### config.mk
export PLATFORM = sky130hd
export DESIGN_NAME = alu_issue_ctrl
export DESIGN_NICKNAME = d
export VERILOG_FILES = /design/src/rtl/alu_pkg.sv /design/src/rtl/alu_op_decode.sv /design/src/rtl/alu_issue_ctrl.sv
export SDC_FILE = /design/constraint.sdc
export NUM_CORES = 1
export LEC_CHECK = 0
export CORE_UTILIZATION = 41
export CTS_BUF_LIST = sky130_fd_sc_hd__clkbuf_2
export CTS_CLUSTER_SIZE = 20
export DETAILED_ROUTE_END_ITERATION = 10
export PLACE_DENSITY = 0.83
export SLEW_MARGIN = 20
export SYNTH_ARGS = -nofsm -noshare
export SYNTH_HDL_FRONTEND = slang
export SYNTH_SLANG_ARGS = --single-unit
### constraint.sdc
create_clock -name clk -period 2.9 [get_ports clk]
set_input_delay 0.435 -clock clk [delete_from_list [all_inputs] [get_ports clk]]
set_output_delay 0.435 -clock clk [all_outputs]
set_load 0.01 [all_outputs]
### src/rtl/alu_pkg.sv
// Shared definitions for the ALU issue controller: ALU op codes, RISC-V opcode
// values, FSM states and latency classes.
package alu_pkg;

    localparam logic [3:0] OP_ADD = 4'b0000;
    localparam logic [3:0] OP_SUB = 4'b0001;
    localparam logic [3:0] OP_MUL = 4'b0010;
    localparam logic [3:0] OP_DIV = 4'b0011;
    localparam logic [3:0] OP_REM = 4'b0100;
    localparam logic [3:0] OP_OR  = 4'b0101;
    localparam logic [3:0] OP_XOR = 4'b0110;
    localparam logic [3:0] OP_AND = 4'b0111;
    localparam logic [3:0] OP_SLL = 4'b1000;
    localparam logic [3:0] OP_SRL = 4'b1001;
    localparam logic [3:0] OP_SLT = 4'b1010;

    localparam logic [6:0] OPC_OP    = 7'b0110011;
    localparam logic [6:0] OPC_OPIMM = 7'b0010011;

    localparam logic [6:0] F7_BASE   = 7'b0000000;
    localparam logic [6:0] F7_ALT    = 7'b0100000;
    localparam logic [6:0] F7_MULDIV = 7'b0000001;

    typedef enum logic [1:0] {IDLE, EXEC, HOLD} state_e;

    typedef enum logic [1:0] {LAT_ONE, LAT_MUL, LAT_DIV} lat_sel_e;

endpackage

### src/rtl/alu_op_decode.sv
// Combinational decode of opcode/funct3/funct7/imm[11:5] into the ALU op,
// operand-B select, illegal flag and latency class.
module alu_op_decode
    import alu_pkg::*;
(
    input  logic [6:0] opcode,
    input  logic [2:0] funct3,
    input  logic [6:0] funct7,
    input  logic [6:0] imm_hi,
    output logic [3:0] op,
    output logic       use_imm,
    output logic       illegal,
    output logic [1:0] lat_sel
);

    always_comb begin
        op      = OP_ADD;
        use_imm = 1'b0;
        illegal = 1'b1;
        lat_sel = LAT_ONE;
        if (opcode == OPC_OP) begin
            case (funct7)
                F7_BASE: begin
                    illegal = 1'b0;
                    case (funct3)
                        3'b000:  op = OP_ADD;
                        3'b001:  op = OP_SLL;
                        3'b010:  op = OP_SLT;
                        3'b100:  op = OP_XOR;
                        3'b101:  op = OP_SRL;
                        3'b110:  op = OP_OR;
                        3'b111:  op = OP_AND;
                        default: illegal = 1'b1;
                    endcase
                end
                F7_ALT: begin
                    if (funct3 == 3'b000) begin
                        op      = OP_SUB;
                        illegal = 1'b0;
                    end
                end
                F7_MULDIV: begin
                    illegal = 1'b0;
                    case (funct3)
                        3'b000: begin op = OP_MUL; lat_sel = LAT_MUL; end
                        3'b100: begin op = OP_DIV; lat_sel = LAT_DIV; end
                        3'b110: begin op = OP_REM; lat_sel = LAT_DIV; end
                        default: illegal = 1'b1;
                    endcase
                end
                default: ;
            endcase
        end else if (opcode == OPC_OPIMM) begin
            use_imm = 1'b1;
            illegal = 1'b0;
            case (funct3)
                3'b000:  op = OP_ADD;
                3'b010:  op = OP_SLT;
                3'b100:  op = OP_XOR;
                3'b110:  op = OP_OR;
                3'b111:  op = OP_AND;
                // srai shares funct3 101 with srli; only zero upper imm bits are legal
                3'b001:  begin op = OP_SLL; illegal = (imm_hi != 7'b0000000); end
                3'b101:  begin op = OP_SRL; illegal = (imm_hi != 7'b0000000); end
                default: illegal = 1'b1;
            endcase
        end
        if (illegal) begin
            op      = OP_ADD;
            lat_sel = LAT_ONE;
        end
    end

endmodule

### src/rtl/alu_issue_ctrl.sv
// Issue/retire controller in front of the combinational ALU: decodes a packet,
// holds ALU operands for the op latency, then presents a registered result.
module alu_issue_ctrl
    import alu_pkg::*;
#(
    parameter int unsigned MUL_CYCLES = 2,
    parameter int unsigned DIV_CYCLES = 4
) (
    input  logic        clk,
    input  logic        reset,
    input  logic        in_valid,
    output logic        in_ready,
    input  logic [6:0]  opcode,
    input  logic [2:0]  funct3,
    input  logic [6:0]  funct7,
    input  logic [31:0] rs1_val,
    input  logic [31:0] rs2_val,
    input  logic [31:0] imm,
    output logic [31:0] alu_a,
    output logic [31:0] alu_b,
    output logic [3:0]  alu_op,
    input  logic [31:0] alu_result,
    input  logic        alu_zero,
    input  logic        alu_sign,
    input  logic        alu_ovf,
    output logic        out_valid,
    input  logic        out_ready,
    output logic [31:0] out_result,
    output logic        out_zero,
    output logic        out_sign,
    output logic        out_ovf,
    output logic        out_illegal
);

    localparam logic [3:0] MUL_LOAD = 4'(MUL_CYCLES - 1);
    localparam logic [3:0] DIV_LOAD = 4'(DIV_CYCLES - 1);

    state_e     state, state_n;
    logic [3:0] cnt;
    logic [3:0] lat_load;
    logic       is_addsub;
    logic       accept;

    logic [3:0] dec_op;
    logic       dec_use_imm;
    logic       dec_ill;
    logic [1:0] dec_lat;

    alu_op_decode u_decode (
        .opcode  (opcode),
        .funct3  (funct3),
        .funct7  (funct7),
        .imm_hi  (imm[11:5]),
        .op      (dec_op),
        .use_imm (dec_use_imm),
        .illegal (dec_ill),
        .lat_sel (dec_lat)
    );

    always_comb begin
        case (dec_lat)
            LAT_MUL: lat_load = MUL_LOAD;
            LAT_DIV: lat_load = DIV_LOAD;
            default: lat_load = '0;
        endcase
    end

    assign in_ready  = (state == IDLE) && !reset;
    assign out_valid = (state == HOLD);
    assign accept    = in_valid && in_ready;

    always_comb begin
        state_n = state;
        case (state)
            IDLE:    if (accept) state_n = dec_ill ? HOLD : EXEC;
            EXEC:    if (cnt == 4'd0) state_n = HOLD;
            HOLD:    if (out_ready) state_n = IDLE;
            default: state_n = IDLE;
        endcase
    end

    always_ff @(posedge clk) begin
        if (reset) begin
            state       <= IDLE;
            cnt         <= '0;
            alu_a       <= '0;
            alu_b       <= '0;
            alu_op      <= '0;
            is_addsub   <= 1'b0;
            out_result  <= '0;
            out_zero    <= 1'b0;
            out_sign    <= 1'b0;
            out_ovf     <= 1'b0;
            out_illegal <= 1'b0;
        end else begin
            state <= state_n;
            if (accept) begin
                alu_a     <= rs1_val;
                alu_b     <= dec_use_imm ? imm : rs2_val;
                alu_op    <= dec_op;
                cnt       <= lat_load;
                is_addsub <= !dec_ill && (dec_op == OP_ADD || dec_op == OP_SUB);
                // illegal packets skip EXEC, so their result is formed here
                if (dec_ill) begin
                    out_result  <= '0;
                    out_zero    <= 1'b0;
                    out_sign    <= 1'b0;
                    out_ovf     <= 1'b0;
                    out_illegal <= 1'b1;
                end
            end else if (state == EXEC) begin
                if (cnt == 4'd0) begin
                    out_result  <= alu_result;
                    out_zero    <= alu_zero;
                    out_sign    <= alu_sign;
                    out_ovf     <= alu_ovf && is_addsub;
                    out_illegal <= 1'b0;
                end else begin
                    cnt <= cnt - 4'd1;
                end
            end
        end
    end

endmodule

==> metrics.md, run 1 <==
| Metric | Value |
|---|---|
| Cells after synthesis | `between 500 and 600` |
| # Max-Cap Violations | `0` |
| Yosys reg bits | `between 100 and 150` |
| Internal power consumption | `roughly 2400 uW` |
| Starting Density | `0.422` |
| Kind of cell adding the most delay to the critical path | `buffers and inverters` |
| # resized after CTS | `0` |
| Critical R2R Launch | `cnt[0]` |
| Iter 0 DRT Violations | `343` |
| Cell variety after synth | `47` |
| Drc violations | `0` |
| Comb pwr share | `0.193` |
| Vias | `4,873` |
| CP peak stage delay | `0.59 ns` |
| R2R cell count | `8` |
| Synth Area in XOR/XNOR | `0.00543` |
| Sequential-to-total area share from yosys stat | `0.459` |
| CP max stage cell | `clkdlybuf4s50_1` |
| Final period utilization | `0.792` |
| Fin Hold WS | `0.290 ns` |
| Final Hold Viols | `0` |
| Slew Limit Fails | `0` |
| Antenna-violating nets left | `0` |
| Antenna Cells | `0` |
| GRT Overall Usage | `0.246` |
| FF-to-FF setup slack | `about 0.80 ns` |
| Syn Area/Cell | `~8.7 sq um` |
| Cts bufs inserted | `9` |
| Die ar. | `approximately 12,000 sq um` |
| Psw | `784 uW` |
| Largest family of logic cells by synthesized area | `simple AND/OR/NAND/NOR gates` |
| Antenna violations before repair | `0` |
| Area growth syn-to-layout | `58.9%` |
| Critical Path Start | `state[1]` |
| Status | `completed` |
| Critical path depth | `2` |
| Remaining Overflow, GRT | `0` |
| CP Cell Sequence | `nor3_1 -> clkdlybuf4s50_1` |
| CTS tree | `yes` |
| Simple-Gate Fraction of Synth Area | `0.301` |
| Final core utilization | `0.671` |
| Worst path arrival time | `roughly 1.9 ns` |
| Clock Power Share | `0.283` |
| Global placer's final weighted congestion | `about 0.84` |
| Final setup viols | `0` |
| Number of synthesized flops with an enable pin | `0` |
| Worst Setup Start Kind | `flop` |
| TNS Setup | `0 ns` |
| Mux share of post-synthesis cell area | `0.0682` |
| Worst-skew pair later-pin latency | `0.60 ns` |
| Largest net degree at the start of global routing | `84` |
| RSZ-0062 raised after global routing | `no` |
| Crit. End Element | `output port` |
| RR Endpoint | `out_result[27]` |
| CTS Sinks | `between 100 and 150` |
| Die Ht | `roughly 110 microns` |
| Post-DP HPWL | `around 11 mm` |
| Clk root buf | `clkbuf_2` |
| Number of synthesis warnings | `0` |
| Chip width | `around 110 microns` |
| Sw frac | `0.250` |
| Setup Crit Path Kind | `reg -> out` |
| Buf+Inv Stages, Crit Path | `1` |
| Post-Synth Adder-Cell Area | `0.00775` |
| DRT Pass-1 Iters | `6` |
| Skew final | `0.0324 ns` |
| FMAX | `435 MHz` |
| CP Max Fanout | `5` |
| Global-route wire length before repair | `24.4 mm` |
| Critical Path End | `in_ready` |
| Clock Pin Slew Worst Setup and Hold Paths | `about 0.32 ns` |
| Worst VDD drop | `a little under 0.3 mV` |
| PortBufs | `between 200 and 300` |
| Post-CTS setup buffer count | `0` |
| Slew @ Worst Pin | `about 0.72 ns` |
| Core Footprint | `about 11,000 sq um` |
| Clock Tree Buf Depth | `2` |
| Fraction of layout cells with a size suffix above 1 | `0.0464` |
| Worst EP required | `about 2.5 ns` |
| Sequential share of power | `0.524` |
| Worst min path class | `in -> reg` |
| Routed WL per cell | `15.9 microns` |
| Hold Buf Count CTS | `0` |
| Slew Limit Headroom | `0.518` |
| PD cells | `around 400 nW/um^2` |
| Syn_nets | `about 710` |
| Nets | `948` |
| Leak Pwr | `0.00305 uW` |
| Mapped Area | `4840 sq um` |
| Primary FF master, synth | `dfxtp_1` |
| Rows | `39` |
| DRT Wirelength | `15.0 mm` |
| Post-synthesis compound-gate area fraction | `0.118` |
| Async SR Flop Fraction | `0` |
| H-tree Lvls | `3` |
| I/O Pins | `about 260` |
| Final min period | `about 2.3 ns` |
| Vias in the first global route | `approximately 5,000` |
| DR vias/cell | `around 5.2` |
[cells by family after synthesis]
kind of cell               Yosys count
DFF                                111
AOI/OAI and AO/OA                   98
adders and majority gates            3
and+or+nand+nor                    258
xor gates and xnor gates             3
buffers and inverters               51
muxes                               33
[Yosys cell counts, drive strengths merged, types with 2 or more instances]
| cell | instances | area (sq um) |
|---|---|---|
| nor3b | 3 | 22.5 |
| a31oi | 2 | 12.5 |
| nor2 | 9 | 33.8 |
| and2 | 2 | 12.5 |
| mux2i | 33 | 330 |
| buf | 10 | 46.3 |
| a21oi | 6 | 33.8 |
| nor3 | 7 | 40.0 |
| o31ai | 2 | 15.0 |
| nand3b | 101 | 758 |
| dfxtp | 111 | 2220 |
| nor4 | 2 | 12.5 |
| ha | 3 | 37.5 |
| o21ai | 74 | 370 |
| inv | 6 | 22.5 |
| or4 | 2 | 15.0 |
| and3b | 3 | 26.3 |
| a2111oi | 2 | 36.3 |
| xor2 | 2 | 17.5 |
| nand2b | 3 | 18.8 |
| a21o | 2 | 15.0 |
| nor2b | 2 | 12.5 |
| clkbuf | 35 | 131 |
| o211ai | 2 | 15.0 |
| or2 | 2 | 12.5 |
| nand2 | 114 | 428 |
| nand3 | 3 | 15.0 |
[metrics by stage]
| stage | worst slack (ns) | cell area (sq um) | total power [uW] | instances |
|---|---|---|---|---|
| 3_3_place_gp | 0.110 | 7520 | 2260 | 924 |
| 3_5_place_dp | 0.0867 | 7520 | 2270 | 924 |
| 4_1_cts | 0.418 | 7680 | 3180 | 940 |
| 5_1_grt | 0.454 | 7690 | 3290 | 941 |
| 6_report | 0.602 | 7690 | 3140 | 941 |
| 2_1_floorplan | 0.638 | 4840 | 1870 | 557 |
[registers in the layout (all words and copies together), names as in the netlist, 2 cells and up]
register,cells
alu_a,32
out_result,32
state,2
alu_b,32
alu_op,4
cnt,4
[placed cells by master, fill, tap and decap left out, types with 2 or more instances in the layout]
cell type        count
and2_1               2
nand3b_1           101
ha_1                 3
o21ai_0             38
clkdlybuf4s50_1    256
nor3b_1              3
bufinv_16            3
a21o_1               2
nand2_1            114
nor3_1               6
o21ai_1             36
xor2_1               2
o31ai_1              2
and3b_1              3
dfxtp_1            111
or4_1                2
nor2_1               9
nor4_1               2
buf_4               12
a21oi_1              5
nand3_1              2
inv_1                6
clkbuf_2             9
nand2b_1             3
mux2i_1             33
nor2b_1              2
o211ai_1             2
a31oi_1              2
[final cells by class]
type,count,area (sq um)
inverter,6,22.5
multi-input combinational,395,2430
clock buffer,9,45.0
fill,913,3770
tap,143,179
clock inverter,7,119
sequential,111,2220
timing repair buffer,270,2670
[tightest hold or removal path, delay by kind of cell]
family                 cells  cell delay (ns)
and+or+nand+nor            2             0.09
buffers and inverters      1             0.39
[layer usage]
metal  share of wire  up-vias  wire, microns  GRT usage
met2            0.50      195           7500      0.438
li1                -     2402              -          -
met4           0.020        0            295     0.0907
met1            0.40     2253           5970      0.274
met5               0        -              0          0
met3           0.081       23           1210     0.0771
[worst min-delay path by stage]
stage                from         to  slack [ns]  cells after the start
5_1_grt        rs1_val[2]   alu_a[2]        0.23                      3
6_report       rs1_val[3]   alu_a[3]        0.29                      3
2_1_floorplan   is_addsub  is_addsub        0.43                      2
3_5_place_dp    is_addsub  is_addsub        0.45                      2
4_1_cts        rs1_val[3]   alu_a[3]        0.23                      3
3_3_place_gp    alu_op[3]  alu_op[3]        0.45                      2
[power groups by stage]
stage / Combinational, uW / Sequential [uW] / Clock, uW
after global placement: 597 / 1660 / 0
after detailed placement: 604 / 1670 / 0
after global routing: 649 / 1660 / 984
after floorplan: 170 / 1700 / 0
final: 604 / 1640 / 889
after CTS: 608 / 1640 / 923
No activity file was read; power rests on OpenSTA's default activity.
==> run 2, diff against run 1 <==
CORE_UTILIZATION = 37   (was 41)
PLACE_DENSITY = 0.79   (was 0.83)
clock period = 1.9 ns   (was 2.9 ns; I/O delays follow)
==> run 2 against run 1 <==
The run now ends with negative setup slack left. First-iteration DRC count shrank 39%. Sequential share of layout area is 1.5 points lower. Final cell count is 9.1% higher. Clock skew grew 0.0032 ns. Core utilization up 0.11 points. Clock power increased by 19%. Wire length grew 8.8%. Flip-flop and latch count unchanged. Sequential power increased by 54%. Largest cell class unchanged. Highest routed layer unchanged.
==> metrics.md, run 2 (synthesized netlist as in run 1, its figures left out) <==
| Metric | Value |
|---|---|
| Critical R2R Launch | `state[1]` |
| R2R cell count | `6` |
| Largest net degree at the start of global routing | `approximately 110` |
| DRT Pass-1 Iters | `4` |
| Chip width | `approximately 120 microns` |
| Clock Tree Buf Depth | `2` |
| Critical Path Start | `state[1]` |
| Critical path depth | `6` |
| Status | `finished, violations left` |
| Skew final | `0.0356 ns` |
| Failing checks | `negative setup slack` |
| Hold path start | `rs1_val[30]` |
| H-tree Lvls | `3` |
| Slew Limit Headroom | `0.445` |
| # Max-Cap Violations | `0` |
| Vias in the first global route | `5,108` |
| Area growth syn-to-layout | `75.9%` |
| Core Footprint | `12,700 sq um` |
| Worst min path class | `in -> reg` |
| Iter 0 DRT Violations | `208` |
| Hold depth | `3` |
| Remaining Overflow, GRT | `0` |
| Starting Density | `0.382` |
| Global-route wire length before repair | `roughly 24 mm` |
| Drc violations | `0` |
| PD cells | `between 500 and 600 nW/um^2` |
| Slew Limit Fails | `0` |
| Crit. End Element | `flop` |
| Worst VDD drop | `between 0.4 and 0.5 mV` |
| Commonest non-fill, non-tap cell in the layout | `clkdlybuf4s50_1` |
| GRT Overall Usage | `0.224` |
| Final period utilization | `1.04` |
| Final min period | `1.97 ns` |
| Clock Pin Slew Worst Setup and Hold Paths | `0.29 ns` |
| Placed inst area | `a little under 8000 sq um` |
| CP Max Fanout | `4` |
| Leak Pwr | `roughly 0.0045 uW` |
| CTS Sinks | `111` |
| CP max stage cell | `or4b_4` |
| Vias | `between 5,000 and 6,000` |
| Final setup viols | `4` |
| Finished Cell Area | `roughly 8500 sq um` |
| Fraction of layout cells with a size suffix above 1 | `0.225` |
| Nets | `~1,000` |
| Regs by FF count | `alu_a x32, alu_b x32, out_result x32` |
| Slew @ Worst Pin | `roughly 0.83 ns` |
| Most frequent cells in the layout | `clkdlybuf4s50_1, nand2_1, nand3b_1, dfxtp_2, dlymetal6s2s_1` |
| Buf+Inv Stages, Crit Path | `1` |
| Routed WL per cell | `approximately 16 microns` |
| Worst path arrival time | `between 2 and 3 ns` |
| FMAX | `508 MHz` |
| Cts bufs inserted | `9` |
| DRT Wirelength | `roughly 16 mm` |
| DR vias/cell | `around 5.0` |
| Antenna violations before repair | `0` |
| Die ar. | `around 14,000 sq um` |
| Clk root buf | `clkbuf_2` |
| RSZ-0062 raised after global routing | `yes` |
| Die Ht | `around 120 microns` |
| PortBufs | `between 200 and 300` |
| TNS Setup | `-0.165 ns` |
| Setup Crit Path Kind | `reg -> reg` |
| Worst-skew pair later-pin latency | `0.61 ns` |
| CP Cell Sequence | `buf_6 -> or4b_4 -> or3_4 -> a2111oi_4 -> nor2_2 -> o21ai_1` |
| I/O Pins | `around 260` |
| Worst EP required | `approximately 2.4 ns` |
| Post-DP HPWL | `around 12 mm` |
| CTS tree | `yes` |
| CP peak stage delay | `0.55 ns` |
| Antenna-violating nets left | `0` |
| Worst setup margin | `-0.0675 ns` |
| Rows | `a little over 40` |
| Worst Setup Start Kind | `flop` |
| Final core utilization | `0.672` |
| Global placer's final weighted congestion | `0.869` |
| Kind of cell adding the most delay to the critical path | `simple AND/OR/NAND/NOR gates` |
| Final Hold Viols | `0` |
## run 2: final cells by class
cell class / instances / area [sq um]
fillers: 998 / 4150
well taps: 172 / 215
clock buffers: 9 / 45.0
diodes: 1 / 2.50
repair buffers: 327 / 3340
multi-input cells: 395 / 2500
flip-flops and latches: 111 / 2330
inverters: 6 / 22.5
clock inverters: 6 / 60.1
## run 2: final timing paths
path	end	slack (ns)
worst max-delay path	alu_op[0]	-0.07
worst min-delay path	alu_a[30]	0.15
worst max register to register	alu_op[0]	-0.07
worst min register to register	alu_op[3]	0.47
## run 2: worst reg2reg max path, stage by stage (launching register included)
cell       delay [ns]
dfxtp_2          0.40
buf_6            0.11
or4b_4           0.55
or3_4            0.35
a2111oi_4        0.23
nor2_2           0.10
o21ai_1          0.15
## run 2: what timing repair did
item                       CTS  global route
cloned                       0             2
buffers inserted             3            15
pin swaps                    1             7
gates resized for setup     69           121
hold buffers                 1             0
setup endpoints to repair   88           120
hold endpoints to repair     4             0
## run 2: where the power goes
part / leakage (uW) / switching (uW) / total, uW / internal (uW)
Sequential: 0.000942 / 57.0 / 2520 / 2460
Clock: 0.0000656 / 767 / 1060 / 292
Combinational: 0.00352 / 384 / 1000 / 618
Total: 0.00453 / 1210 / 4580 / 3370
## run 2: through the flow
stage	power, uW	instances	hold slack [ns]	worst slack (ns)
floorplan	2860	557	0.384	-0.155
global placement	3490	989	0.439	-0.656
detailed placement	3520	990	0.441	-0.667
CTS	4590	1009	0.0938	-0.0994
global route	4810	1026	0.0763	-0.155
finish	4580	1027	0.147	-0.0675
## run 2: per-layer routing
layer	vias to the layer above	wire, microns	GRT usage	part of all wire
li1	2516	-	-	-
met1	2384	6180	0.228	0.38
met2	200	8310	0.416	0.51
met3	25	1450	0.0789	0.089
met4	0	365	0.0880	0.022
met5	-	0	0	0
